<file path="config.mk">
export PLATFORM = sky130hd
export DESIGN_NAME = sfifo_param
export DESIGN_NICKNAME = d
export VERILOG_FILES = /design/src/rtl/sfifo_param.sv
export SDC_FILE = /design/constraint.sdc
export NUM_CORES = 1
export LEC_CHECK = 0
export BUFFER_PORTS_ARGS = -buffer_cell sky130_fd_sc_hd__buf_2
export CAP_MARGIN = 0
export CORE_MARGIN = 4
export CORE_UTILIZATION = 45
export CTS_CLUSTER_DIAMETER = 150
export DETAILED_ROUTE_END_ITERATION = 7
export HOLD_SLACK_MARGIN = 0.1
export PLACE_DENSITY_LB_ADDON = 0.12
export REMOVE_ABC_BUFFERS = 1
export SYNTH_ARGS = -nofsm -noshare
export SYNTH_HDL_FRONTEND = slang
export SYNTH_SLANG_ARGS = --single-unit
</file>
<file path="constraint.sdc">
create_clock -name clk -period 5 [get_ports clk]
set_input_delay 0.5 -clock clk [delete_from_list [all_inputs] [get_ports clk]]
set_output_delay 0.5 -clock clk [all_outputs]
set_load 0.01 [all_outputs]
</file>
<file path="src/rtl/sfifo_param.sv">
// sfifo_param: single-clock synchronous FIFO with registered read data,
// occupancy count, almost-full/almost-empty thresholds and optional sticky
// overflow/underflow error flags (enabled by defining SFIFO_ERR_FLAGS_EN).
module sfifo_param #(
   parameter int DATA_W    = 8,
   parameter int DEPTH     = 16,
   parameter int AF_THRESH = 14,
   parameter int AE_THRESH = 2
) (
   input  logic                     clk,
   input  logic                     reset,
   input  logic                     w_en,
   input  logic                     r_en,
   input  logic [DATA_W-1:0]        data_in,
   output logic [DATA_W-1:0]        data_out,
   output logic                     full,
   output logic                     empty,
   output logic                     almost_full,
   output logic                     almost_empty,
   output logic [$clog2(DEPTH):0]   count,
   output logic                     overflow,
   output logic                     underflow
);

   localparam int PTR_W = $clog2(DEPTH);
   localparam int CNT_W = PTR_W + 1;

   localparam logic [PTR_W-1:0] PTR_ONE = PTR_W'(1);
   localparam logic [CNT_W-1:0] CNT_ONE = CNT_W'(1);
   localparam logic [CNT_W-1:0] CNT_MAX = CNT_W'(DEPTH);
   localparam logic [CNT_W-1:0] AF_LVL  = CNT_W'(AF_THRESH);
   localparam logic [CNT_W-1:0] AE_LVL  = CNT_W'(AE_THRESH);

   logic [DATA_W-1:0] r_mem [DEPTH];
   logic [PTR_W-1:0]  r_wr_ptr;
   logic [PTR_W-1:0]  r_rd_ptr;
   logic [CNT_W-1:0]  r_count;
   logic [DATA_W-1:0] r_data_out;

   logic w_wr_accept;
   logic w_rd_accept;
   logic w_full;
   logic w_empty;

   // Status flags are pure decodes of the registered count.
   assign w_full  = (r_count == CNT_MAX);
   assign w_empty = (r_count == '0);

   // A request is accepted only when the FIFO can honour it.
   assign w_wr_accept = w_en & ~w_full;
   assign w_rd_accept = r_en & ~w_empty;

   // Storage array: written on accepted writes only.
   // NOTE: the memory has no reset; pointers and count define which words are valid.
   always_ff @(posedge clk) begin
      if (!reset && w_wr_accept) begin
         r_mem[r_wr_ptr] <= data_in;
      end
   end

   // Pointers, occupancy count and registered read data.
   // NOTE: sequential state uses non-blocking assignments so all registers update together.
   always_ff @(posedge clk) begin
      if (reset) begin
         r_wr_ptr   <= '0;
         r_rd_ptr   <= '0;
         r_count    <= '0;
         r_data_out <= '0;
      end else begin
         if (w_wr_accept) begin
            r_wr_ptr <= r_wr_ptr + PTR_ONE;
         end
         if (w_rd_accept) begin
            r_rd_ptr   <= r_rd_ptr + PTR_ONE;
            r_data_out <= r_mem[r_rd_ptr];
         end
         case ({w_wr_accept, w_rd_accept})
            2'b10:   r_count <= r_count + CNT_ONE;
            2'b01:   r_count <= r_count - CNT_ONE;
            default: r_count <= r_count;
         endcase
      end
   end

`ifdef SFIFO_ERR_FLAGS_EN
   logic r_overflow;
   logic r_underflow;

   // Sticky error flags: set on a rejected request, cleared only by reset.
   always_ff @(posedge clk) begin
      if (reset) begin
         r_overflow  <= 1'b0;
         r_underflow <= 1'b0;
      end else begin
         if (w_en && w_full) begin
            r_overflow <= 1'b1;
         end
         if (r_en && w_empty) begin
            r_underflow <= 1'b1;
         end
      end
   end

   assign overflow  = r_overflow;
   assign underflow = r_underflow;
`else
   assign overflow  = 1'b0;
   assign underflow = 1'b0;
`endif

   assign data_out     = r_data_out;
   assign count        = r_count;
   assign full         = w_full;
   assign empty        = w_empty;
   assign almost_full  = (r_count >= AF_LVL);
   assign almost_empty = (r_count <= AE_LVL);

endmodule

</file>
# == Word level (Yosys, flattened, before mapping) ==
# Memory sizes are Yosys's and may differ from the RTL's. A register that Yosys moved wholly into a read port is not among the register bits.
# Index checks and enable logic that the tools add are counted.
# totals
mem_count,1
register_bits,13
ramBits,128
inputBits,12
# memory_table
memory,words,word_bits,rd,rd_clocked_by_memory_dff,wr,line_no,rtl
r_mem,16,8,1,1,1,34,logic [DATA_W-1:0] r_mem [DEPTH];
# classes
n_bitwise,4
n_lt_le_gt_ge,2
n_reduce_logical,4
eq_ne,3
mux,3
addsub,4
# ops
operator,count
5-bit one-hot mux with 2 select lines,1
4-bit by 1-bit adder with 4-bit output (second input constant),2
5-bit by 1-bit adder with 5-bit output (second input constant),1
5-bit equality test (second input constant),1
5-bit by 4-bit >= comparator with 1-bit output (second input constant),1
5-bit by 2-bit less-or-equal comparator with 1-bit output (second input constant),1
5-bit logical NOT,1
5-bit by 1-bit subtractor with 5-bit output (second input constant),1
1-bit AND,2
2-bit by 1-bit equality test with 1-bit output (second input constant),1
2-bit equality test (second input constant),1
1-bit two-way mux,2
1-bit inverter,2
2-bit nonzero test,1
1-bit logical AND,1
1-bit logical NOT,1

# == Logic depth before layout (Yosys ltp) ==
# depth
depth_word,6
depth_mapped,11
mapped_depth_nobuf,11

# == Worst setup path before layout ==
# No wires, ideal clock.
# synth_timing
path_kind,register -> register
start,register r_count[0] (netlist: count[0])
end,register r_count[4] (netlist: count[4])
synth_period_minus_slack_ns,2.930
n_path_buf,1
required_time_ns,4.879
t_arrival_ns,2.810
setup_slack_ns,2.070
setup_time_ns,0.121
stages_incl_launch_ff,11
cell_sequence,dfxtp_1 or4_4 o21a_4 buf_6 ha_1 ha_1 nor2b_1 o21ai_0 a21oi_1 or3b_1 mux2_2
# synth_between
elab_chain_len,5
elab_cells_between_ends,12
cone_classes,2 x add/sub; 3 x eq/ne; 1 x mux; 4 x bitwise; 2 x reduce/logical
# synth_rtl
item,line_no,rtl
from (decl),37,logic [CNT_W-1:0] r_count;
from (signal assigned),78,2'b10: r_count <= r_count + CNT_ONE;
from (signal assigned),79,2'b01: r_count <= r_count - CNT_ONE;
from (signal assigned),80,default: r_count <= r_count;
5-bit logical NOT *,47,assign w_empty = (r_count == '0);
1-bit inverter *,51,assign w_rd_accept = r_en & ~w_empty;
1-bit AND *,51,
via w_rd_accept,41,logic w_rd_accept;
2-bit by 1-bit equality test with 1-bit output / 2-bit equality test (equally long branches),77,"case ({w_wr_accept, w_rd_accept})"
5-bit one-hot mux with 2 select lines / 2-bit nonzero test (equally long branches),n/a,
# The timed path passes the listed nets; every way through them passes the cells marked *.
# A chain may end at the register's enable or synchronous reset.

# == Final worst setup path ==
# layout_timing
start,register r_count[0] (netlist: count[0])
end,register r_count[4] (netlist: count[4])
# layout_between
elab_chain_len,5
elab_cells_between_ends,12
cone_classes,2 x add/sub; 3 x eq/ne; 1 x mux; 4 x bitwise; 2 x reduce/logical
# layout_rtl
item,line_no
5-bit equality test / 5-bit logical NOT (equally long branches),"46, 47"
"1-bit inverter, on equally long branches","50, 51"
"1-bit AND, on equally long branches","50, 51"
2-bit by 1-bit equality test with 1-bit output / 2-bit equality test (equally long branches),77
5-bit one-hot mux with 2 select lines / 2-bit nonzero test (equally long branches),n/a
# Several ways; a longest one is shown, not always the timed one.

==> results.txt <==
- The flow ran to the end, and the final reports show no timing, DRC or antenna violations.
- Count of cells resized by post-cts repair: 0
- Length of the first detailed-routing pass in iterations: 4
* Unrepaired setup endpoints after global routing: false
- In this run the deepest clock path goes through 2 buffers.
* Switching portion of total power: a little over a quarter
* Fin. Hold Viols: 0
- Port-buffer cells: 28
- At the end of routability-driven placement, the weighted congestion stood at between 0.7 and 0.8.
- Number of I/O pins: 31
* DRC marker count from the first detailed-route iteration: 236
* Leakage component of the power: between 2 and 2.5 nW
* Post-Syn Area: between 6000 and 7000 um2
- The worst setup path is of the flip-flop to flip-flop kind.
* Relative slew slack: a little over two fifths
- Total Die Area: ~15000 um2
- Of the total power, the clock network draws 38.1%.
* Setup TNS after final layout: 0 ns
* Min-delay worst type: primary input to flip-flop
- Startpoint types: flip-flop
- Data on the critical path is required at its endpoint by 5.30 ns.
- The floorplan has 42 rows.
- Achievable clock frequency: 323 MHz
* Routed wire length per instance: ~21 um
- Once detail routing completed, the nets flagged for antenna violations numbered 0.
* HPWL Detailed: ~7600 um
- Count of buffers added by post-CTS timing repair for setup: 0
- At the worst endpoint, the arrival time is ~3.4 ns.
* Fraction of layout cells with a size suffix above 1: roughly 22%
* Worst Reg-to-Reg Cells: 9
- The floorplan step set the die height to between 100 and 150 um.
- Crit Path Max Fanout: 21
- The routed layout has 3112 vias.
- Number of antenna violations at the first check in global routing: 0
- For the worst-skew pair, the clock arrives at the later sink with an insertion delay of 0.41 ns.
- The first global-routing pass estimated around 18000 um of wire.
- Total internal power: roughly 0.0025 W
- Number of nets in the layout: 417
* Leading cell types in the layout, fill and taps excluded: 128 x edfxtp_1, 50 x nor2_1, 34 x mux2i_1
* Least-Margin Pin Slew: 0.853 ns
- Number of enable flip-flop cells after synthesis: ~130
- The total area inside the core boundary comes to between 10000 and 15000 um2.
- Net switching power: about 0.00092 W
- Each instance of the synthesized netlist takes up on average ~16 um2.
* Number of hold-repair buffers added at the cts stage: 0
- TritonCTS built the clock tree.
* Total number of H-tree levels: 4
* Effective utilization at floorplan: roughly 46%
* Number of instances in the placed design: ~550
* Post-route fraction of the period consumed by the critical path: 61.9%
- Clock-pin transition on the worst setup and hold timing paths: ~0.060 ns
* Maximum number of pins on one net before global-route repair: 28
* Total power after layout: around 0.0035 W
* Power Dens Cells: 499 nW/um2
- In the routed design, unresolved DRC markers number 0.
- The netlist uses roughly 40 different library cells.
* TritonCTS Sinks: approximately 150
* Instance count of the mapped netlist: roughly 370
- Total length of routed wires: about 12000 um
- GRT Util Overall: 16.8%
- Setup violations remaining at the end of the flow were counted as 0.
- Clock buffers created by TritonCTS: 17
* Number of global-route vias before repair: 3112
* Number of cells on the worst hold path: 1
- The tool flagged a number of max-cap violations equal to 0.
* Leading cell type in the layout, fill and taps excluded: edfxtp_1
- On the final layout, the worst clock skew is about 0.007 ns.
* Total of warnings raised by yosys: 0
- Post-synthesis register bit count: about 150
- Number of standard cells in the layout, taps in and fillers out: about 580
* VDD IR max: about 0.00023 V
- Layout overhead on the synthesized area: 14.5%
- After detailed routing, the number of vias per cell comes to ~5.3.
- STA classifies the critical path endpoint as a flip-flop.
- In the synthesized netlist the dominant register cell turns out to be edfxtp_1.
- CTS Root Buffer Type: clkbuf_16
- Post-synthesis async set-or-reset flop share: 0%
- The floorplan step set the die width to 124 um.
* Period minus WS final: just over 3 ns
- Sequential share of the synthesized area: between 70% and 80%
- GRT Residual Overflow: 0
- Share of power burned in combinational logic: about a fifth
- The number of pins exceeding their max-slew limit in the final report is 0.
- 0 antenna diodes ended up in the layout.
* Sequential group share of total power: 43.1%
==> cell usage after synthesis, drive strengths merged, types with 7 or more instances <==
library cell	number	area (um2)
a22oi	8	60.1
a311oi	8	120
buf	14	87.6
clkbuf	8	30.0
dfxtp	21	420
edfxtp	128	3840
ha	9	113
inv	7	26.3
mux2i	34	340
mux4	16	360
nand2	7	33.8
nor2	50	188
o22ai	16	100
==> critical path, cell delays in order, from the launching register on <==
cell and delay (ns):
dfxtp_1 0.37, or4_4 0.57, o21a_4 0.32, ha_1 0.28, ha_1 0.32, nor2b_1 0.15, o21ai_0 0.23, a21oi_1 0.11
or3b_1 0.36, mux2_2 0.27
==> layout make-up <==
cell class	count	area (um2)
Sequential cell	149	4270
Tap cell	176	220
Multi-Input combinational cell	190	1640
Inverter	7	26.3
Clock inverter	14	184
Clock buffer	18	429
Fill cell	1083	6270
Timing Repair Buffer	30	155
==> flip-flops by register name (all words and copies together), names as in the netlist <==
name and cells:
count 5, data_out 8, r_mem 128, r_rd_ptr 4
r_wr_ptr 4
==> layer usage <==
layer	GRT usage [%]	routed length, um
met2	25.4	5660
met4	6.37	227
met1	23.5	5770
met3	4.31	445
met5	0	0
==> through the flow <==
step                      hold WS, ns  area [um2]  setup slack (ns)  util, %
final                           0.494        6920              1.90     52.5
after global routing            0.486        6920              1.66     52.5
after CTS                       0.476        6920              1.91     52.5
after detailed placement        0.526        6310              1.93     47.8
after global placement          0.517        6310              2.01     47.8
after floorplan                 0.530        5930              2.10        -
==> worst paths after layout <==
path	from	to	slack, ns
hold reg to reg	data_out[7]	data_out[7]	0.53
hold / removal	data_in[4]	r_mem[15][4]	0.49
setup / recovery	count[0]	count[4]	1.90
setup reg to reg	count[0]	count[4]	1.90
==> cell families after synthesis <==
logic type | synth area share [%]
multiplexers | 11.8
XOR/XNOR | 1.28
other | 0.0620
flip-flops | 70.5
buffers and inverters | 2.38
adder cells (fa/ha/maj) | 2.19
AO/OA/AOI/OAI | 5.98
AND/OR/NAND/NOR | 5.78
==> power by group through the flow <==
stage,registers (W),clock network [W],logic (W)
global route,0.00150,0.00139,0.000717
global placement,0.00151,0,0.000647
finish,0.00149,0.00132,0.000648
floorplan,0.00154,0,0.000409
detailed placement,0.00151,0,0.000658
CTS,0.00149,0.00133,0.000661
Note: power is estimated with default switching activity, not from simulation.
